--- src/rtl/multiplier_iterative_pkg.sv ---
// Shared types and sizing for the iterative shift-and-add multiplier.
package multiplier_iterative_pkg;

  typedef enum logic [1:0] {
    IDLE = 2'd0,
    BUSY = 2'd1,
    DONE = 2'd2
  } mult_state_t;

  localparam int MULT_WIDTH = 32;
  localparam int MULT_CNT_W = $clog2(MULT_WIDTH) + 1;

endpackage

--- src/rtl/multiplier_iterative_unit.sv ---
// Unsigned WIDTHxWIDTH -> 2*WIDTH sequential shift-and-add multiplier, one multiplier bit per clock.
// Optional macro MULT_ITER_EARLY_TERM_EN finishes as soon as no set multiplier bits remain.
module multiplier_iterative_unit
  import multiplier_iterative_pkg::*;
#(
  parameter int WIDTH = MULT_WIDTH
) (
  input  logic               clk,
  input  logic               rst_n,
  input  logic               valid_in,
  input  logic [WIDTH-1:0]   a,
  input  logic [WIDTH-1:0]   b,
  output logic               valid_out,
  output logic [2*WIDTH-1:0] r
);

  localparam int CNT_W = $clog2(WIDTH) + 1;
  localparam logic [CNT_W-1:0] LAST_ITER = CNT_W'(WIDTH - 1);

  // Handshake: there is no ready. valid_in is accepted only on an edge where the unit
  // is IDLE or DONE; a request while BUSY is dropped. valid_out is a one-cycle pulse
  // with r valid from that cycle until the next completion.
  mult_state_t state;
  mult_state_t state_next;

  logic [2*WIDTH-1:0] m_q;
  logic [2*WIDTH-1:0] p_q;
  logic [2*WIDTH-1:0] p_sum;
  logic [WIDTH-1:0]   q_q;
  logic [CNT_W-1:0]   cnt_q;
  logic               start;
  logic               finish;

  always_comb begin
    p_sum = q_q[0] ? (p_q + m_q) : p_q;
    start = valid_in && (state != BUSY);
`ifdef MULT_ITER_EARLY_TERM_EN
    // Nothing left above the current bit means this iteration's add is the last one.
    finish = (state == BUSY) && ((cnt_q == LAST_ITER) || ((q_q >> 1) == '0));
`else
    finish = (state == BUSY) && (cnt_q == LAST_ITER);
`endif
  end

  always_ff @(posedge clk or negedge rst_n) begin
    if (!rst_n) begin
      state <= IDLE;
    end else begin
      state <= state_next;
    end
  end

  always_comb begin
    state_next = state;
    case (state)
      IDLE:    if (start) state_next = BUSY;
      BUSY:    if (finish) state_next = DONE;
      DONE:    state_next = start ? BUSY : IDLE;
      default: state_next = IDLE;
    endcase
  end

  always_ff @(posedge clk or negedge rst_n) begin
    if (!rst_n) begin
      m_q       <= '0;
      p_q       <= '0;
      q_q       <= '0;
      cnt_q     <= '0;
      r         <= '0;
      valid_out <= 1'b0;
    end else begin
      valid_out <= 1'b0;
      if (start) begin
        m_q   <= {{WIDTH{1'b0}}, a};
        q_q   <= b;
        p_q   <= '0;
        cnt_q <= '0;
      end else if (state == BUSY) begin
        p_q   <= p_sum;
        m_q   <= m_q << 1;
        q_q   <= q_q >> 1;
        cnt_q <= cnt_q + 1'b1;
        if (finish) begin
          r         <= p_sum;
          valid_out <= 1'b1;
        end
      end
    end
  end

endmodule

--- config.mk ---
export PLATFORM = sky130hd
export DESIGN_NAME = multiplier_iterative_unit
export DESIGN_NICKNAME = d
export VERILOG_FILES = /design/src/rtl/multiplier_iterative_pkg.sv /design/src/rtl/multiplier_iterative_unit.sv
export SDC_FILE = /design/constraint.sdc
export NUM_CORES = 1
export LEC_CHECK = 0
export CELL_PAD_IN_SITES_DETAIL_PLACEMENT = 1
export CELL_PAD_IN_SITES_GLOBAL_PLACEMENT = 1
export CORE_MARGIN = 3
export CORE_UTILIZATION = 45
export CTS_BUF_LIST = sky130_fd_sc_hd__clkbuf_8 sky130_fd_sc_hd__clkbuf_16
export DETAILED_ROUTE_END_ITERATION = 16
export HOLD_SLACK_MARGIN = 0.02
export PLACE_DENSITY_LB_ADDON = 0.3
export SKIP_LAST_GASP = 1
export SLEW_MARGIN = 5
export SYNTH_ARGS = -nofsm -noshare
export SYNTH_HDL_FRONTEND = slang
export SYNTH_SLANG_ARGS = --single-unit
--- constraint.sdc ---
create_clock -name clk -period 4.1 [get_ports clk]
set_input_delay 1.23 -clock clk [delete_from_list [all_inputs] [get_ports clk]]
set_output_delay 1.23 -clock clk [all_outputs]
set_load 0.05 [all_outputs]
==> impl_results.md <==
* Hold_buf cts at 0
* Total congestion overflow after global routing at 0
* Multi-input combinational cell area at about 7400 um2
* Number of antenna violations at the first check in global routing at 0
* Status: finished, final reports clean
* Synthesized cell area at about 14,000 um2
* Kind of critical path: reg -> reg
* Maximum buffer depth of the clock tree at 3
* Avg Vias per Cell at 5.92
* Detailed Route WL at roughly 42,000 um
* Average routed wire per standard cell at 21.0 um
* Number of enable-type register cells in the synthesized netlist at 0
* Nets@finish at between 1,500 and 2,000
* Yosys Warn Count at 0
* IO Count at 132
* Worst clock skew at 0.0170 ns
* Total inserted antenna cells at 0
* Vert. Die Dim at around 180 um
* Cell count of the worst hold path at 2
* Capturing point of the worst reg2reg path: r[57]
* Minimum period implied by the final worst setup slack at 3.78 ns
* Post-Syn Nets at 1,639
* Sequential cell area in the final layout at roughly 5800 um2
* Register-to-register setup slack at 0.32 ns
* Top cell types by occurrence after synthesis: sky130_fd_sc_hd__nand2_1 (255), sky130_fd_sc_hd__dfrtp_1 (233), sky130_fd_sc_hd__o21ai_0 (177)
* Final clock period utilization by the worst path at 92.2%
* Wire length of the first global-routing pass at 68,900 um
* Hold crit path type: reg -> reg
* Largest fanout on the critical path at 4
* Worst Setup End Kind: flip-flop
* I/O Buffers at 131
* Number of instances resized during post-cts repair at 0
* Power Density at 817 nW/um2
* Maximum number of pins on one net before global-route repair at between 100 and 150
* Ratio of cells with drive above 1 in the final layout at 4.82%
* Most area-hungry cell type in the Yosys netlist: sky130_fd_sc_hd__dfrtp_1
* Total negative setup slack at 0 ns
* Post-synthesis cell count at approximately 1,500
* Most common cell in the netlist: sky130_fd_sc_hd__nand2_1
* DP HPWL at 29,600 um
* Final Hold Violating Endpoints at 0
* Kind of start point of the critical path: flip-flop
* Buffers inserted during post-CTS setup optimization at 0
* Count of H-tree levels built during CTS at 1
* Yosys top cell area share at 42.5%
* CP arrival at roughly 4.3 ns
* Transition time of the tightest slew-check pin at 0.963 ns
* Endpoints failing setup at 0
* Instance count after placement with tap cells included at 1,941
* Layout Cells excl Fill at between 1,500 and 2,000
* Master cell of the clock root buffer: sky130_fd_sc_hd__clkbuf_16
* Initial core utilization at between 40 and 50%
* Worst vdd rail ir drop at 350 uV
* Placer's final routability congestion estimate at 0.917
* Area added between synthesis and finish at 17.9%
* Number of global-route vias before repair at 12,695
* CP peak stage delay at 0.55 ns
* Unrepaired setup endpoints after global routing: no
* Clock transition at the registers of the reported paths at 0.06 ns
* Die width at 181 um
* DIE AREA at approximately 33,000 um2
* Biggest area contributors in the synthesized netlist: sky130_fd_sc_hd__dfrtp_1 (42%), sky130_fd_sc_hd__mux2i_1 (7.9%), sky130_fd_sc_hd__nand2_1 (7.0%)
* Leakage dissipation at ~7.3 nW
* Total global-route track usage at 25.4%
* CP max-delay cell: sky130_fd_sc_hd__a221oi_1
* DR vias at 11,768
* Post-Synthesis Mean Instance Area at 9.11 um2
* Clock tree sinks at 233
* Row Count at 63
* CTS tree: done
* Max-cap check violation count at 0
* TritonCTS Buffers at 27
* HP Start: r[49]
* Final Max Tran Viols at 0
* Cell variety after synth at 68
* Detailed-router iteration count before antenna repair at 5
* Maximum frequency from static timing analysis at approximately 260 MHz
* Number of synthesized register bits at 233
* Filler cell count at 3,421
* Clock insertion delay at the later pin of the skew report at approximately 0.56 ns
* Worst Reg-to-Reg Cells at 11
* Post-DRT Antenna Nets at 0
* Number of violations reported at the end of detailed-routing iteration 0 at between 600 and 700
* Worst hold endpoint: r[49]
* Startpoint of the most critical register-to-register path: m_q[1]
* Floorplan Core Area at approximately 30,000 um2
* Share of synthesized area occupied by flip-flops and latches at 42.5%
* Residual DRC at 0
* CP Cell Sequence: ha_1, a211oi_1, o21ai_0, a221oi_1, o211ai_1, and4_1, o31ai_1, o21bai_1, xnor2_1, nand2_1, a21oi_1
* Data required time at the worst endpoint at between 4 and 5 ns
* Post-synth top flop: sky130_fd_sc_hd__dfrtp_1
* Relative slew slack at ~36%
* FFs w/ async S/R, synth at 100%
registers in the layout, indices dropped and copies added (netlist names):
signal     count
cnt_q          6
m_q           64
p_q           64
q_q           32
r             64
state          2
valid_out      1
stage by stage:
step	cell area (um2)	power, W	hold slack, ns	util (%)	setup slack [ns]
CTS	16200	0.0133	0.485	54.2	0.373
global route	16200	0.0142	0.514	54.2	0.0725
floorplan	13700	0.00870	0.449	-	1.11
detailed placement	15300	0.0108	0.471	51.3	0.390
finish	16200	0.0132	0.475	54.2	0.321
global placement	15300	0.0105	0.456	51.3	0.623
worst max-delay path by stage:
stage / end / from / slack [ns]
2_1_floorplan: r[62] / m_q[0] / 1.11
3_3_place_gp: r[61] / m_q[1] / 0.62
3_5_place_dp: r[61] / m_q[1] / 0.39
4_1_cts: r[61] / m_q[1] / 0.37
5_1_grt: r[57] / m_q[1] / 0.07
6_report: r[57] / m_q[1] / 0.32
metal layers:
| metal | track usage [%] | wire length [um] | vias to the layer above |
|---|---|---|---|
| met1 | 33.6 | 18600 | 5908 |
| met3 | 3.69 | 1680 | 72 |
| met5 | 0 | 0 | - |
| li1 | - | - | 5525 |
| met4 | 6.94 | 1170 | 0 |
| met2 | 43.6 | 20300 | 263 |
placed cells by master (no fill, tap or decap), drive strengths merged, types with 7 or more instances in the layout:
| cell | Yosys | final |
|---|---|---|
| o21a | 11 | 11 |
| inv | 25 | 34 |
| xnor2 | 39 | 39 |
| mux2i | 109 | 109 |
| a21o | 21 | 21 |
| clkdlybuf4s50 | 0 | 129 |
| buf | 26 | 15 |
| nor3 | 15 | 15 |
| a22o | 43 | 43 |
| a31oi | 8 | 8 |
| nand4 | 29 | 29 |
| or3 | 7 | 7 |
| nor2 | 57 | 57 |
| o31ai | 11 | 11 |
| nand2 | 256 | 256 |
| dfrtp | 233 | 233 |
| xor2 | 24 | 24 |
| o21ai | 186 | 186 |
| o21bai | 19 | 19 |
| a21oi | 108 | 108 |
| o211ai | 7 | 7 |
| nand3b | 46 | 46 |
| ha | 64 | 64 |
| nand3 | 15 | 15 |
| clkbuf | 74 | 33 |
area by class of cell:
| class | instances | share of cell area (%) |
|---|---|---|
| multi-input cells | 1148 | 46.0 |
| flip-flops and latches | 233 | 36.1 |
| repair buffers | 144 | 8.95 |
| clock buffers | 33 | 4.69 |
| well taps | 390 | 3.02 |
| clock inverters | 14 | 0.665 |
| inverters | 26 | 0.603 |
worst max-delay path, delay by kind of cell (launching register included):
kind,cells,cell delay (ns)
xor+xnor,1,0.23
fa+ha+maj,1,0.33
flops,1,0.42
simple gates,2,0.41
compound gates,7,2.31
kinds of logic after synthesis:
group,after synthesis,synth area share [%]
AO/OA/AOI/OAI,447,20.0
XOR/XNOR,63,4.02
adder cells (fa/ha/maj),65,5.98
buffers and inverters,126,3.59
flip-flops,233,42.5
multiplexers,112,8.19
AND/OR/NAND/NOR,461,15.7
where the power goes:
part | internal [W] | leakage (nW) | total (W) | switching, W
logic | 0.00251 | 3.74 | 0.00695 | 0.00444
registers | 0.00316 | 3.06 | 0.00392 | 0.000763
clock network | 0.00137 | 0.453 | 0.00235 | 0.000980
Power figures use the tool's default switching activity.
